[src/rtl/dmem_arb_ctrl_pkg.sv]
// Shared widths, size encodings and FSM state type for the data-memory arbiter/controller.
// Also holds the misalignment rule so the checker and any future user agree on it.
package dmem_arb_ctrl_pkg;

    localparam int RV32_ADDR_WIDTH = 32;
    localparam int RV32_DATA_WIDTH = 32;
    localparam int DMEM_DATA_WIDTH = 32;
    localparam int LDST_TAG_WIDTH  = 4;

    typedef enum logic [1:0] {
        MEM_SIZE_B   = 2'b00,
        MEM_SIZE_H   = 2'b01,
        MEM_SIZE_W   = 2'b10,
        MEM_SIZE_ILL = 2'b11
    } mem_size_e;

    typedef enum logic [1:0] {
        S_IDLE,
        S_LD_WAIT,
        S_ST_MERGE,
        S_RESP_ERR
    } arb_state_e;

    function automatic logic is_misaligned(input logic [1:0] size, input logic [1:0] off);
        case (mem_size_e'(size))
            MEM_SIZE_B: is_misaligned = 1'b0;
            MEM_SIZE_H: is_misaligned = off[0];
            MEM_SIZE_W: is_misaligned = (off != 2'b00);
            default:    is_misaligned = 1'b1;
        endcase
    endfunction

endpackage

[src/rtl/dmem_lane_fmt.sv]
// Combinational lane formatting: load extract/extend, sub-word store merge and
// misalignment check for the request being arbitrated.
module dmem_lane_fmt
    import dmem_arb_ctrl_pkg::*;
(
    input  logic [1:0]                 chk_off,
    input  logic [1:0]                 chk_size,
    output logic                       chk_misaligned,
    input  logic [1:0]                 off,
    input  logic [1:0]                 size,
    input  logic                       is_unsigned,
    input  logic [DMEM_DATA_WIDTH-1:0] rd_data,
    output logic [RV32_DATA_WIDTH-1:0] ld_data,
    input  logic [RV32_DATA_WIDTH-1:0] st_data,
    output logic [RV32_DATA_WIDTH-1:0] merged
);

    logic [7:0]  byte_sel;
    logic [15:0] half_sel;

    always_comb begin
        chk_misaligned = is_misaligned(chk_size, chk_off);
        byte_sel       = rd_data[{off, 3'b000} +: 8];
        half_sel       = rd_data[{off[1], 4'b0000} +: 16];

        case (mem_size_e'(size))
            MEM_SIZE_B: ld_data = is_unsigned ? {24'h0, byte_sel} : {{24{byte_sel[7]}}, byte_sel};
            MEM_SIZE_H: ld_data = is_unsigned ? {16'h0, half_sel} : {{16{half_sel[15]}}, half_sel};
            default:    ld_data = rd_data;
        endcase

        // Only the addressed lane changes; the rest of the old word is written back as read.
        merged = rd_data;
        case (mem_size_e'(size))
            MEM_SIZE_B: merged[{off, 3'b000} +: 8]     = st_data[7:0];
            MEM_SIZE_H: merged[{off[1], 4'b0000} +: 16] = st_data[15:0];
            default:    merged = st_data;
        endcase
    end

endmodule

[src/rtl/dmem_arb_ctrl.sv]
// Load/store arbiter and controller in front of the single-port synchronous data memory.
// Loads win arbitration unless a waiting store has lost STARVE_LIMIT times in a row.
module dmem_arb_ctrl
    import dmem_arb_ctrl_pkg::*;
#(
    parameter int TAG_WIDTH    = LDST_TAG_WIDTH,
    parameter int STARVE_LIMIT = 4
) (
    input  logic                       clk,
    input  logic                       rst,
    input  logic                       i_ld_valid,
    output logic                       o_ld_ready,
    input  logic [RV32_ADDR_WIDTH-1:0] i_ld_addr,
    input  logic [1:0]                 i_ld_size,
    input  logic                       i_ld_unsigned,
    input  logic [TAG_WIDTH-1:0]       i_ld_tag,
    output logic                       o_ldr_valid,
    output logic [RV32_DATA_WIDTH-1:0] o_ldr_data,
    output logic [TAG_WIDTH-1:0]       o_ldr_tag,
    output logic                       o_ldr_misaligned,
    input  logic                       i_st_valid,
    output logic                       o_st_ready,
    input  logic [RV32_ADDR_WIDTH-1:0] i_st_addr,
    input  logic [1:0]                 i_st_size,
    input  logic [RV32_DATA_WIDTH-1:0] i_st_data,
    output logic                       o_st_done,
    output logic                       o_st_misaligned,
    output logic [RV32_ADDR_WIDTH-1:0] o_mem_addr,
    output logic                       o_mem_wr_en,
    output logic [RV32_DATA_WIDTH-1:0] o_mem_wr_data,
    input  logic [DMEM_DATA_WIDTH-1:0] i_mem_rd_data
);

    localparam int CNT_W = $clog2(STARVE_LIMIT + 1);
    localparam logic [CNT_W-1:0] STARVE_MAX = CNT_W'(STARVE_LIMIT);

    arb_state_e                 state_q, state_d;
    logic [CNT_W-1:0]           starve_q, starve_d;
    logic [RV32_ADDR_WIDTH-1:0] addr_q, addr_d;
    logic [1:0]                 size_q, size_d;
    logic                       uns_q, uns_d;
    logic [TAG_WIDTH-1:0]       tag_q, tag_d;
    logic [RV32_DATA_WIDTH-1:0] st_data_q, st_data_d;
    logic                       ldr_valid_q, ldr_valid_d;
    logic [RV32_DATA_WIDTH-1:0] ldr_data_q, ldr_data_d;
    logic [TAG_WIDTH-1:0]       ldr_tag_q, ldr_tag_d;
    logic                       ldr_mis_q, ldr_mis_d;
    logic                       st_done_q, st_done_d;
    logic                       st_mis_q, st_mis_d;

    logic                       starved, ld_grant, st_grant, acc_mis, wr_en;
    logic [RV32_ADDR_WIDTH-1:0] acc_addr;
    logic [1:0]                 acc_size;
    logic [RV32_ADDR_WIDTH-3:0] mem_word;
    logic [RV32_DATA_WIDTH-1:0] wr_data, fmt_ld_data, fmt_merged;

    assign starved  = (starve_q == STARVE_MAX);
    assign ld_grant = i_ld_valid && !(i_st_valid && starved);
    assign st_grant = i_st_valid && !ld_grant;
    assign acc_addr = ld_grant ? i_ld_addr : i_st_addr;
    assign acc_size = ld_grant ? i_ld_size : i_st_size;

    dmem_lane_fmt u_lane_fmt (
        .chk_off        (acc_addr[1:0]),
        .chk_size       (acc_size),
        .chk_misaligned (acc_mis),
        .off            (addr_q[1:0]),
        .size           (size_q),
        .is_unsigned    (uns_q),
        .rd_data        (i_mem_rd_data),
        .ld_data        (fmt_ld_data),
        .st_data        (st_data_q),
        .merged         (fmt_merged)
    );

    always_comb begin
        state_d     = state_q;
        starve_d    = starve_q;
        addr_d      = addr_q;
        size_d      = size_q;
        uns_d       = uns_q;
        tag_d       = tag_q;
        st_data_d   = st_data_q;
        ldr_valid_d = 1'b0;
        ldr_data_d  = ldr_data_q;
        ldr_tag_d   = ldr_tag_q;
        ldr_mis_d   = 1'b0;
        st_done_d   = 1'b0;
        st_mis_d    = 1'b0;
        wr_en       = 1'b0;
        wr_data     = fmt_merged;
        mem_word    = addr_q[RV32_ADDR_WIDTH-1:2];
        o_ld_ready  = 1'b0;
        o_st_ready  = 1'b0;

        case (state_q)
            S_IDLE: begin
                o_ld_ready = ld_grant;
                o_st_ready = st_grant;
                if (i_st_valid) begin
                    if (st_grant)     starve_d = '0;
                    else if (!starved) starve_d = starve_q + 1'b1;
                end
                if (ld_grant || st_grant) begin
                    mem_word = acc_addr[RV32_ADDR_WIDTH-1:2];
                    addr_d   = acc_addr;
                    size_d   = acc_size;
                end
                if (ld_grant) begin
                    uns_d = i_ld_unsigned;
                    tag_d = i_ld_tag;
                    if (acc_mis) begin
                        ldr_valid_d = 1'b1;
                        ldr_mis_d   = 1'b1;
                        ldr_data_d  = '0;
                        ldr_tag_d   = i_ld_tag;
                        state_d     = S_RESP_ERR;
                    end else begin
                        state_d = S_LD_WAIT;
                    end
                end else if (st_grant) begin
                    st_data_d = i_st_data;
                    if (acc_mis) begin
                        st_done_d = 1'b1;
                        st_mis_d  = 1'b1;
                        state_d   = S_RESP_ERR;
                    end else if (mem_size_e'(acc_size) == MEM_SIZE_W) begin
                        wr_en     = 1'b1;
                        wr_data   = i_st_data;
                        st_done_d = 1'b1;
                    end else begin
                        state_d = S_ST_MERGE;
                    end
                end
            end
            S_LD_WAIT: begin
                ldr_valid_d = 1'b1;
                ldr_data_d  = fmt_ld_data;
                ldr_tag_d   = tag_q;
                state_d     = S_IDLE;
            end
            S_ST_MERGE: begin
                wr_en     = 1'b1;
                st_done_d = 1'b1;
                state_d   = S_IDLE;
            end
            default: state_d = S_IDLE;
        endcase
    end

    always_ff @(posedge clk) begin
        if (rst) begin
            state_q     <= S_IDLE;
            starve_q    <= '0;
            addr_q      <= '0;
            size_q      <= '0;
            uns_q       <= 1'b0;
            tag_q       <= '0;
            st_data_q   <= '0;
            ldr_valid_q <= 1'b0;
            ldr_data_q  <= '0;
            ldr_tag_q   <= '0;
            ldr_mis_q   <= 1'b0;
            st_done_q   <= 1'b0;
            st_mis_q    <= 1'b0;
        end else begin
            state_q     <= state_d;
            starve_q    <= starve_d;
            addr_q      <= addr_d;
            size_q      <= size_d;
            uns_q       <= uns_d;
            tag_q       <= tag_d;
            st_data_q   <= st_data_d;
            ldr_valid_q <= ldr_valid_d;
            ldr_data_q  <= ldr_data_d;
            ldr_tag_q   <= ldr_tag_d;
            ldr_mis_q   <= ldr_mis_d;
            st_done_q   <= st_done_d;
            st_mis_q    <= st_mis_d;
        end
    end

    assign o_mem_addr       = {2'b00, mem_word};
    assign o_mem_wr_en      = wr_en && !rst;
    assign o_mem_wr_data    = wr_data;
    assign o_ldr_valid      = ldr_valid_q;
    assign o_ldr_data       = ldr_data_q;
    assign o_ldr_tag        = ldr_tag_q;
    assign o_ldr_misaligned = ldr_mis_q;
    assign o_st_done        = st_done_q;
    assign o_st_misaligned  = st_mis_q;

endmodule

[config.mk]
export PLATFORM = sky130hd
export DESIGN_NAME = dmem_arb_ctrl
export DESIGN_NICKNAME = d
export VERILOG_FILES = /design/src/rtl/dmem_arb_ctrl_pkg.sv /design/src/rtl/dmem_lane_fmt.sv /design/src/rtl/dmem_arb_ctrl.sv
export SDC_FILE = /design/constraint.sdc
export NUM_CORES = 1
export LEC_CHECK = 0
export BUFFER_PORTS_ARGS = -buffer_cell sky130_fd_sc_hd__clkbuf_2
export CAP_MARGIN = 20
export CORE_ASPECT_RATIO = 0.6
export CORE_MARGIN = 2
export CORE_UTILIZATION = 29
export CTS_CLUSTER_SIZE = 8
export DETAILED_ROUTE_END_ITERATION = 12
export PLACE_DENSITY = 0.55
export RECOVER_POWER = 50
export SLEW_MARGIN = 20
export SYNTH_ARGS = -nofsm -noshare
export SYNTH_HDL_FRONTEND = slang
export SYNTH_HIERARCHICAL = 1
export SYNTH_SLANG_ARGS = --single-unit
[constraint.sdc]
create_clock -name clk -period 4.9 [get_ports clk]
set_input_delay 0.98 -clock clk [delete_from_list [all_inputs] [get_ports clk]]
set_output_delay 0.98 -clock clk [all_outputs]
set_load 0.05 [all_outputs]
; ---- After elaboration in Yosys (flattened, before gate mapping)
; Index checks and enable logic that the tools add are counted.
[word_totals]
regBits = 116
output_inout_bits = 107
word_cells = 100
[op_classes]
addsub = 3
eq_ne = 10
shift = 6
muxes = 43
bitwise_logic = 3
n_reduce_logical = 22
[op_table]
columns = operator, n
row1 = 32-bit two-way mux, 10
row2 = 32-bit one-hot mux with 2 select lines, 3
row3 = 32-bit bitwise mux, 2
row4 = 30-bit two-way mux, 2
row5 = 16-bit by 7-bit variable shift with 32-bit output (first input constant), 1
row6 = 8-bit by 7-bit variable shift with 32-bit output (first input constant), 1
row7 = 16-bit by 7-bit variable part select with 32-bit output, 1
row8 = 32-bit by 6-bit variable part select with 16-bit output, 1
row9 = 32-bit by 6-bit variable part select with 8-bit output, 1
row10 = 8-bit by 7-bit variable part select with 32-bit output, 1
row11 = 5-bit negator with 7-bit output, 2
row12 = 2-bit two-way mux, 6
row13 = 1-bit two-way mux, 11
row14 = 3-bit AND reduction, 3
row15 = 4-bit two-way mux, 2
row16 = 4-bit one-hot mux with 2 select lines, 1
row17 = 2-bit by 1-bit equality test with 1-bit output (second input constant), 3
row18 = 2-bit logical NOT, 3
row19 = 3-bit two-way mux, 2
row20 = 1-bit one-hot mux with 2 select lines, 3
row21 = 2-bit AND reduction, 3
row22 = 2-bit nonzero test, 3
row23 = 2-bit equality test (second input constant), 2
row24 = 1-bit logical AND, 4
row25 = other kinds (11), 16

; ---- Depth between registers and ports, before layout
; Gate-level depths: netlist of run 1.
[logic_depth]
word_depth = 12
mapped_depth = 13

; ---- Modules after synthesis
; Netlist of run 1, hierarchy kept.
[modules_own_cells]
columns = module, n_inst, cells_each, area_each_um2
row1 = dmem_arb_ctrl, 1, 677, 5729.2
row2 = dmem_lane_fmt, 1, 295, 1881.8

; ---- Least setup slack after synthesis of run 1
; Ideal clock, no wire load.
[synth_timing]
kind = input port to output port
start = in i_st_valid
end = out o_mem_wr_en
arrival_ps = 3602
setup_slack_ps = 318
cell_stages = 12
n_path_buf = 4
path_cell_list = buf_4 and3_1 clkbuf_2 buf_2 o21ai_0 nand2_1 nor3_1 nor2_1 nor3b_1 nand4_4 buf_6 a21oi_1
[synth_via]
elab_chain_len = 11
elab_cells_between_ends = 18
classes_between = eq/ne (2) / mux (8) / reduce/logical (8)
[synth_lines]
columns = item, line
row1 = start: declaration, dmem_arb_ctrl.sv:21  ; input logic i_st_valid,
row2 = 1-bit logical AND *, dmem_arb_ctrl.sv:58  ; assign ld_grant = i_ld_valid && !(i_st_valid && starved);
row3 = 1-bit logical NOT *, dmem_arb_ctrl.sv:58
row4 = 1-bit logical AND *, dmem_arb_ctrl.sv:58
row5 = 2-bit two-way mux *, dmem_arb_ctrl.sv:61  ; assign acc_size = ld_grant ? i_ld_size : i_st_size;
row6 = net acc_size[0], dmem_arb_ctrl.sv:53  ; logic [1:0] acc_size;
row7 = 2-bit equality test (tied with other cells), dmem_arb_ctrl_pkg.sv:25  ; case (mem_size_e'(size))
row8 = 1-bit one-hot mux with 3 select lines *, dmem_arb_ctrl_pkg.sv:25
row9 = net acc_mis, dmem_arb_ctrl.sv:51  ; logic starved, ld_grant, st_grant, acc_mis, wr_en;
row10 = 1-bit two-way mux *, dmem_arb_ctrl.sv:123  ; if (acc_mis) begin
row11 = 1-bit two-way mux *, dmem_arb_ctrl.sv:121  ; end else if (st_grant) begin
row12 = 1-bit two-way mux *, dmem_arb_ctrl.sv:109  ; if (ld_grant) begin
row13 = 1-bit one-hot mux with 2 select lines *, dmem_arb_ctrl.sv:96  ; case (state_q)
row14 = 1-bit logical AND *, dmem_arb_ctrl.sv:184  ; assign o_mem_wr_en = wr_en && !rst;
row15 = end: declaration, dmem_arb_ctrl.sv:29  ; output logic o_mem_wr_en,
; Mark *: on every way through the listed nets, which the timed path passes. The rest lies on a longest branch.

; ---- Worst setup path in the final report of run 1
[layout_timing]
start = in i_ld_valid
end = out o_mem_wr_data[6]
[layout_via]
elab_chain_len = 8
elab_cells_between_ends = 15
classes_between = eq/ne (2) / mux (8) / reduce/logical (5)
[layout_lines]
columns = item, line
row1 = start: declaration, dmem_arb_ctrl.sv:11  ; input logic i_ld_valid,
row2 = 1-bit logical AND *, dmem_arb_ctrl.sv:58
row3 = 32-bit two-way mux *, dmem_arb_ctrl.sv:60  ; assign acc_addr = ld_grant ? i_ld_addr : i_st_addr;
row4 = net acc_addr[0], dmem_arb_ctrl.sv:52  ; logic [RV32_ADDR_WIDTH-1:0] acc_addr;
row5 = 2-bit nonzero test, dmem_arb_ctrl_pkg.sv:28  ; MEM_SIZE_W: is_misaligned = (off != 2'b00);
row6 = 1-bit one-hot mux with 3 select lines *, dmem_arb_ctrl_pkg.sv:25
row7 = net acc_mis, dmem_arb_ctrl.sv:51
row8 = 32-bit two-way mux *, dmem_arb_ctrl.sv:123
row9 = 32-bit two-way mux *, dmem_arb_ctrl.sv:121
row10 = 32-bit two-way mux *, dmem_arb_ctrl.sv:109
row11 = 32-bit two-way mux *, dmem_arb_ctrl.sv:96
row12 = end: declaration, dmem_arb_ctrl.sv:30  ; output logic [RV32_DATA_WIDTH-1:0] o_mem_wr_data,
; Marks and branches as above.

==> results.md, run 1 <==
- Outcome: finished, violations left
- Failing checks: max-capacitance violations, max-slew violations
- Htree depth: 4
- CP startpoint: i_ld_valid
- Ports: 248
- Worst Max-Slew Pin Slew: approximately 3500 ps
- Cts repair resizes: 0
- Core footprint: between 20000 and 30000 um^2
- First-pass GRT wire length: 45440 um
- Final antenna-violating net count: 0
- Max Buffers Root-to-Sink: 2
- WS Path Type: in -> out
- Syn_area_per_cell: just under 8 um^2
- Endpoint class of the critical path: output port
- Layout area overhead: 24.15%
- Final setup viols: 0
- Number of synthesized flops with an enable pin: 0
- Post-DP Area: around 9000 um^2
- Cts bufs inserted: 17
- Design area: 9449 um^2
- Chip Width: ~210 um
- Post-synthesis cell type count: 65
- Cell Area, Synth: about 7600 um^2
- Dominant cell type by area after synthesis: dfxtp_1
- Gpl congestion: 0.9737
- Critical Path Stages: 11
- Fin crit period: between 4000 and 5000 ps
- Count leader, synth: a21oi_1
- Cells after synthesis: 972
- Die area: around 28000 um^2
- WL/cell: 20.15 um
- CTS tree: done
- Largest net degree at the start of global routing: 75
- Worst path required time: 3920 ps
- Reg power frac: between 20 and 30%
- Initial antenna violation count: 1
- Pre-antenna DRT Iters: 6
- Total grt overflow: 0
- Share of cells above drive strength 1: 27.34%
- Worst hold stages: 2
- Internal reg-to-reg setup slack: 1890 ps
- Gr usage total: 21.71%
- Setup bufs post-CTS: 0
- Async set or reset register ratio after synthesis: 0%
- CP delay by family, top: buffers and inverters
- Static Leak: 3.817 nW
- Nets@finish: ~1300
- RSZ-0062 raised after global routing: false
- Crit path DAT: 3510 ps
- Clock Latency Late Sink: 430 ps
- DP HPWL: ~22000 um
- R2R depth: 12
- Initial Util: 29.77%
- Port bufs: 245
- Clock power share: 31.6%
- Cell Chain, Critical Path: clkbuf_1 -> inv_1 -> o21ai_0 -> nand2_1 -> nor3_1 -> nor2_1 -> nor3b_1 -> nand4_4 -> buf_4 -> mux2_4 -> clkbuf_2
- Seq cells post-synth: 116
- Sequential area share after synthesis: 30.51%
- Clk sinks: 116
- Switching power: 1.613 mW
- Max-slew headroom: -136.2%
- Hold_buf cts: 0
- Top_reg_cell synth: dfxtp_1
- R2R Path Start: starve_q[0]$_SDFFE_PP0P_
- Reg2reg end: o_ldr_valid$_SDFF_PP0_
- Final Hold Fails: 0
- Max-cap violations: 1
- Via count: 8408
- DR vias/cell: 5.546
- WL final: about 30000 um
- Number of global-route vias before repair: around 7600
- Worst Skew: approximately 9.4 ps
- Internal: 2.254 mW
- Clock-pin slew on the worst setup and hold paths: around 50 ps
- Type of origin of the critical path: input pin
- Critical Path Max Stage Delay: roughly 380 ps
- Yosys top cell area share: 30.51%
- Max rail drop VDD: 0.1741 mV
- Ys Warns: 6
- Std-Cell Rows: 45
- Fmax: roughly 0.22 GHz
- Combinational share of power: around two fifths
- Final slew viol count: 75
- Initial DRC Count: between 700 and 800
- Setup TNS: 0 ps
- Crit path max fanout: 33
- Commonest cells in the netlist: a21oi_1, dfxtp_1, nand2_1
- Fillers: around 2800
- Final Cycle Share: 91.63%
- Top cells by area, synth: dfxtp_1, a21oi_1, o21ai_0
- Worst setup path endpoint: o_mem_wr_data[6]
- CTS root buf: clkbuf_16
- Min-delay worst type: reg -> reg
- Worst hold slack: between 400 and 500 ps
- CP bufs+invs: 4
- CP max-delay cell: mux2_4
- Number of remaining DRC errors: 0
- Switching share of power: 41.71%
- Pwr Density: 409.3 nW/um^2
- DIE HEIGHT: 129.5 um
through the flow:
stage	utilization (%)	instances	total power, mW	setup WS (ps)
after floorplan	-	973	2.263	318.1
final	36.97	1516	3.868	410.0
after global routing	36.96	1515	4.055	137.0
after detailed placement	35.05	1487	2.656	483.0
after global placement	35.05	1487	2.648	538.3
after CTS	37.21	1515	3.894	467.9
power groups by stage:
stage	clock, mW	combinational, mW	sequential [mW]
floorplan	0	1.09	1.17
global placement	0	1.54	1.11
detailed placement	0	1.54	1.11
CTS	1.25	1.55	1.09
global route	1.30	1.65	1.10
finish	1.22	1.55	1.09
cells in the final DEF (no fill, tap or decap), drive strengths merged, types with 8 or more instances in the layout:
master   Yosys  routed
dfxtp      116     116
a21oi      135     135
o21ai       96      96
nand2b      10      10
clkbuf      51     268
a311oi      35      35
nand4        9       9
buf         55      22
nor2        26      26
nand3       67      67
inv         19      19
nor2b       21      21
a31oi       30      30
a221o        9       9
a22o        10      10
o211ai      32      32
nand2      107     107
a22oi       10      10
o2bb2ai      8       8
a221oi      10      10
mux2        43      43
final cells by class:
cell class,count,area [um^2],area share (%)
multi-input cells,732,4703,49.77
clock buffers,22,474.2,5.019
well taps,352,440.4,4.661
inverters,19,71.32,0.7548
diodes,1,2.502,0.02648
repair buffers,268,1354,14.33
flip-flops and latches,116,2323,24.59
clock inverters,6,80.08,0.8475
worst min path at each step:
stage / start / endpoint / slack (ps)
finish: st_data_q[27]$_SDFFE_PP0P_ / st_data_q[27]$_SDFFE_PP0P_ / 480
global route: st_data_q[19]$_SDFFE_PP0P_ / st_data_q[19]$_SDFFE_PP0P_ / 500
CTS: st_data_q[27]$_SDFFE_PP0P_ / st_data_q[27]$_SDFFE_PP0P_ / 470
detailed placement: st_data_q[27]$_SDFFE_PP0P_ / st_data_q[27]$_SDFFE_PP0P_ / 470
global placement: st_data_q[27]$_SDFFE_PP0P_ / st_data_q[27]$_SDFFE_PP0P_ / 460
floorplan: starve_q[1]$_SDFFE_PP0P_ / starve_q[1]$_SDFFE_PP0P_ / 450
worst min-delay path: cells and delay by family, from the launching register on:
| family | cells | cell delay (ps) |
|---|---|---|
| compound gates | 2 | 120 |
| flops | 1 | 300 |
logic make-up (layout without fill, tap and decap cells):
logic type,after synthesis,count (layout),share of synthesized area (%)
DFF,116,116,30.51
AOI/OAI and AO/OA,401,401,33.57
and+or+nand+nor,274,274,18.23
muxes,48,48,8.614
other,1,3,0.04927
adders and majority gates,7,7,1.151
buffers and inverters,125,315,7.874
layer usage:
metal	share of wire, %	vias to the layer above	wire, um	track usage (%)
li1	-	3986	-	-
met1	49	4072	14940	32.04
met2	40	333	12160	29.26
met3	10	17	3199	8.265
met4	0.84	0	256	4.820
met5	0	-	0	0
flip-flops by register name, indices dropped and copies added, names as in the netlist, 2 cells and up:
register and count:
starve_q 3, o_ldr_data 32, size_q 2, o_ldr_tag 4
addr_q 32, st_data_q 32, tag_q 4, state_q 2
No activity file was read; power rests on OpenSTA's default activity.
==> inputs of run 2 (changes only) <==
--- a/config.mk
+++ b/config.mk
@@ -7,7 +7,7 @@
 export LEC_CHECK = 0
 export BUFFER_PORTS_ARGS = -buffer_cell sky130_fd_sc_hd__clkbuf_2
 export CAP_MARGIN = 20
-export CORE_ASPECT_RATIO = 0.6
+export CORE_ASPECT_RATIO = 1.4
 export CORE_MARGIN = 2
 export CORE_UTILIZATION = 29
 export CTS_CLUSTER_SIZE = 8
==> run 2 against run 1 <==
- the run still ends with max-capacitance violations, max-slew violations left
- register-to-register slack lost 240 ps
- global-route usage decreased by 0.72 points
- wire length shrank 3.5%
- sequential share of layout area rose by 0.098 points
- die area barely moved
- final cell count down 1.8%
- largest cell class unchanged
==> results.md, run 2 (synthesis results as in run 1) <==
- Outcome: finished, violations left
- Failing checks: max-capacitance violations, max-slew violations
- Initial antenna violation count: 0 (-1)
- Worst Max-Slew Pin Slew: 3415 ps (-127.9 ps)
- Share of cells above drive strength 1: 27.55% (+0.21 points)
- R2R Path Start: starve_q[0]$_SDFFE_PP0P_
- Diode count: 0 (-1)
- CTS root buf: clkbuf_16
- Gpl congestion: 0.9017 (-7.4%)
- Hold Path Sink: st_data_q[31]$_SDFFE_PP0P_
- Clock Latency Late Sink: 420 ps (about the same)
- Crit path max fanout: 32 (-3.0%)
- Final setup viols: 0 (unchanged)
- Setup TNS: 0 ps (unchanged)
- Static Leak: 3.806 nW (-0.29%)
- Max rail drop VDD: 0.2551 mV (+47%)
- Max-slew headroom: -127.7% (+8.5 points)
- Min-delay worst type: reg -> reg
- Std-Cell Rows: 70 (+56%)
- Cts repair resizes: 0 (unchanged)
- Fillers: 2768 (-0.36%)
- Clock-pin slew on the worst setup and hold paths: 60 ps (about the same)
- Internal: 2.203 mW (-2.3%)
- CTS tree: done
- DR vias/cell: 5.605 (+1.1%)
- Worst path required time: 3920 ps (about the same)
- RSZ-0062 raised after global routing: false
- Hold_buf cts: 0 (unchanged)
- Worst Skew: 8.584 ps (-0.8291 ps)
- Largest net degree at the start of global routing: 74 (-1.3%)
- Final Hold Fails: 0 (unchanged)
- Worst hold stages: 2 (unchanged)
- Port bufs: 245 (unchanged)
- Fin crit period: 4575 ps (+85.49 ps)
- Max Buffers Root-to-Sink: 2 (unchanged)
- Endpoint class of the critical path: output port
- Reg2reg end: o_ldr_data[15]$_SDFFE_PP0P_
- Htree depth: 4 (unchanged)
- Setup ws final: 324.5 ps (-85.49 ps)
- Switching power: 1.601 mW (-0.78%)
- Setup bufs post-CTS: 0 (unchanged)
- Most common cell after layout, fill and taps aside: clkbuf_2
- Crit path DAT: 3600 ps (+90 ps)
- Via count: 8346 (-0.74%)
- DP HPWL: 21480 um (-3.2%)
- WL/cell: 19.80 um (-1.7%)
- Combinational share of power: 40.4% (+0.3 points)
- Dpl cells: 1457 (-2.0%)
- Number of remaining DRC errors: 0 (unchanged)
- Number of global-route vias before repair: 7823 (+3.4%)
- Final Cycle Share: 93.38% (+1.7 points)
- DIE HEIGHT: 195.7 um (+51%)
- WS Path Type: in -> out
- Hold Crit Start: st_data_q[31]$_SDFFE_PP0P_
- Max-cap violations: 2 (+1)
- Clk sinks: 116 (unchanged)
- R2R depth: 11 (-1)
- Ports: 248 (unchanged)
- Die area: 27580 um^2 (about the same)
- Pre-antenna DRT Iters: 5 (-1)
- WL final: 29490 um (-3.5%)
- FF/Latch Area: 2323 um^2 (unchanged)
- Type of origin of the critical path: input pin
- Most frequent cells in the layout: clkbuf_2, a21oi_1, dfxtp_1
- Setup Slack @ Placement: 361.5 ps (-121.5 ps)
- Gr usage total: 20.99% (-0.72 points)
- Clock power share: 31.0% (-0.6 points)
- Multi-input logic area: 4712 um^2 (+0.19%)
- Cts bufs inserted: 17 (unchanged)
- Nets@finish: 1300 (-0.15%)
- Reg power frac: 28.6% (+0.4 points)
- Internal reg-to-reg setup slack: 1650 ps (-240 ps)
- Initial DRC Count: 536 (-26%)
- Switching share of power: 42.08% (+0.37 points)
- Final antenna-violating net count: 0 (unchanged)
- First-pass GRT wire length: 45370 um (-0.15%)
- Pwr Density: 404.1 nW/um^2 (-1.3%)
- Initial Util: 29.36% (-0.42 points)
- Core footprint: 25920 um^2 (+1.4%)
- Layout area overhead: 23.66%
- Chip Width: 140.9 um (-34%)
- Final slew viol count: 103 (+37%)
- Total grt overflow: 0 (unchanged)
- Final non-filler cell total: 1489 (-1.8%)
- Fmax: 0.2186 GHz (-1.9%)
[run 2: cell count changes in the layout (fill, tap and decap cells not counted), sizes merged]
| cell | before | now |
|---|---|---|
| clkinv | 4 | 6 |
| bufinv | 2 | 1 |
| buf | 22 | 20 |
| clkinvlp | 0 | 3 |
| diode | 1 | 0 |
[run 2: metrics by stage]
stage          utilization, %  instance area [um^2]  hold slack, ps  total power [mW]
3_3_place_gp            34.43                  8926           460.4             2.642
6_report                36.30                  9412           474.3             3.803
4_1_cts                 36.54                  9473           476.2             3.837
5_1_grt                 36.30                  9412           506.5             3.987
3_5_place_dp            34.43                  8926           468.0             2.646
2_1_floorplan               -                  7615           453.0             2.263
[run 2: metal layers]
| layer | vias up | routed length (um) | track usage, % |
|---|---|---|---|
| met1 | 3923 | 11930 | 25.09 |
| met3 | 52 | 2083 | 4.589 |
| li1 | 3993 | - | - |
| met4 | 0 | 957 | 8.444 |
| met5 | - | 0 | 0 |
| met2 | 378 | 14510 | 36.44 |
[run 2: worst max-delay path by stage]
stage                           from                end  slack, ps  cells after the start
after floorplan           i_st_valid        o_mem_wr_en        320                     12
after global placement    i_st_valid  o_mem_wr_data[25]        470                     11
after detailed placement  i_st_valid  o_mem_wr_data[26]        360                     11
after CTS                 i_st_valid  o_mem_wr_data[26]        360                     11
after global routing      i_ld_valid  o_mem_wr_data[26]        100                     11
final                     i_st_valid  o_mem_wr_data[26]        320                     11
[run 2: worst max-delay path, cell delays in order]
cell and delay (ps):
clkbuf_2 160, and3_2 270, o21ai_0 230, nand2_1 110, nor3_1 200, nor2_1 140, nor3b_1 390, nand4_4 140
buf_4 320, mux2_4 380, clkbuf_2 240
[run 2: layout make-up]
cell class                 instances  share of cell area (%)
clock buffer                      22                   4.932
timing repair buffer             266                   14.37
tap                              324                   4.307
inverter                          19                  0.7578
multi-input combinational        732                   50.07
sequential                       116                   24.69
clock inverter                    10                  0.8774
[run 2: power groups by stage]
stage               Clock (mW)  Combinational [mW]  Sequential [mW]
finish                    1.18                1.54             1.09
global route              1.25                1.64             1.10
CTS                       1.21                1.54             1.09
detailed placement           0                1.54             1.11
global placement             0                1.54             1.11
floorplan                    0                1.09             1.17
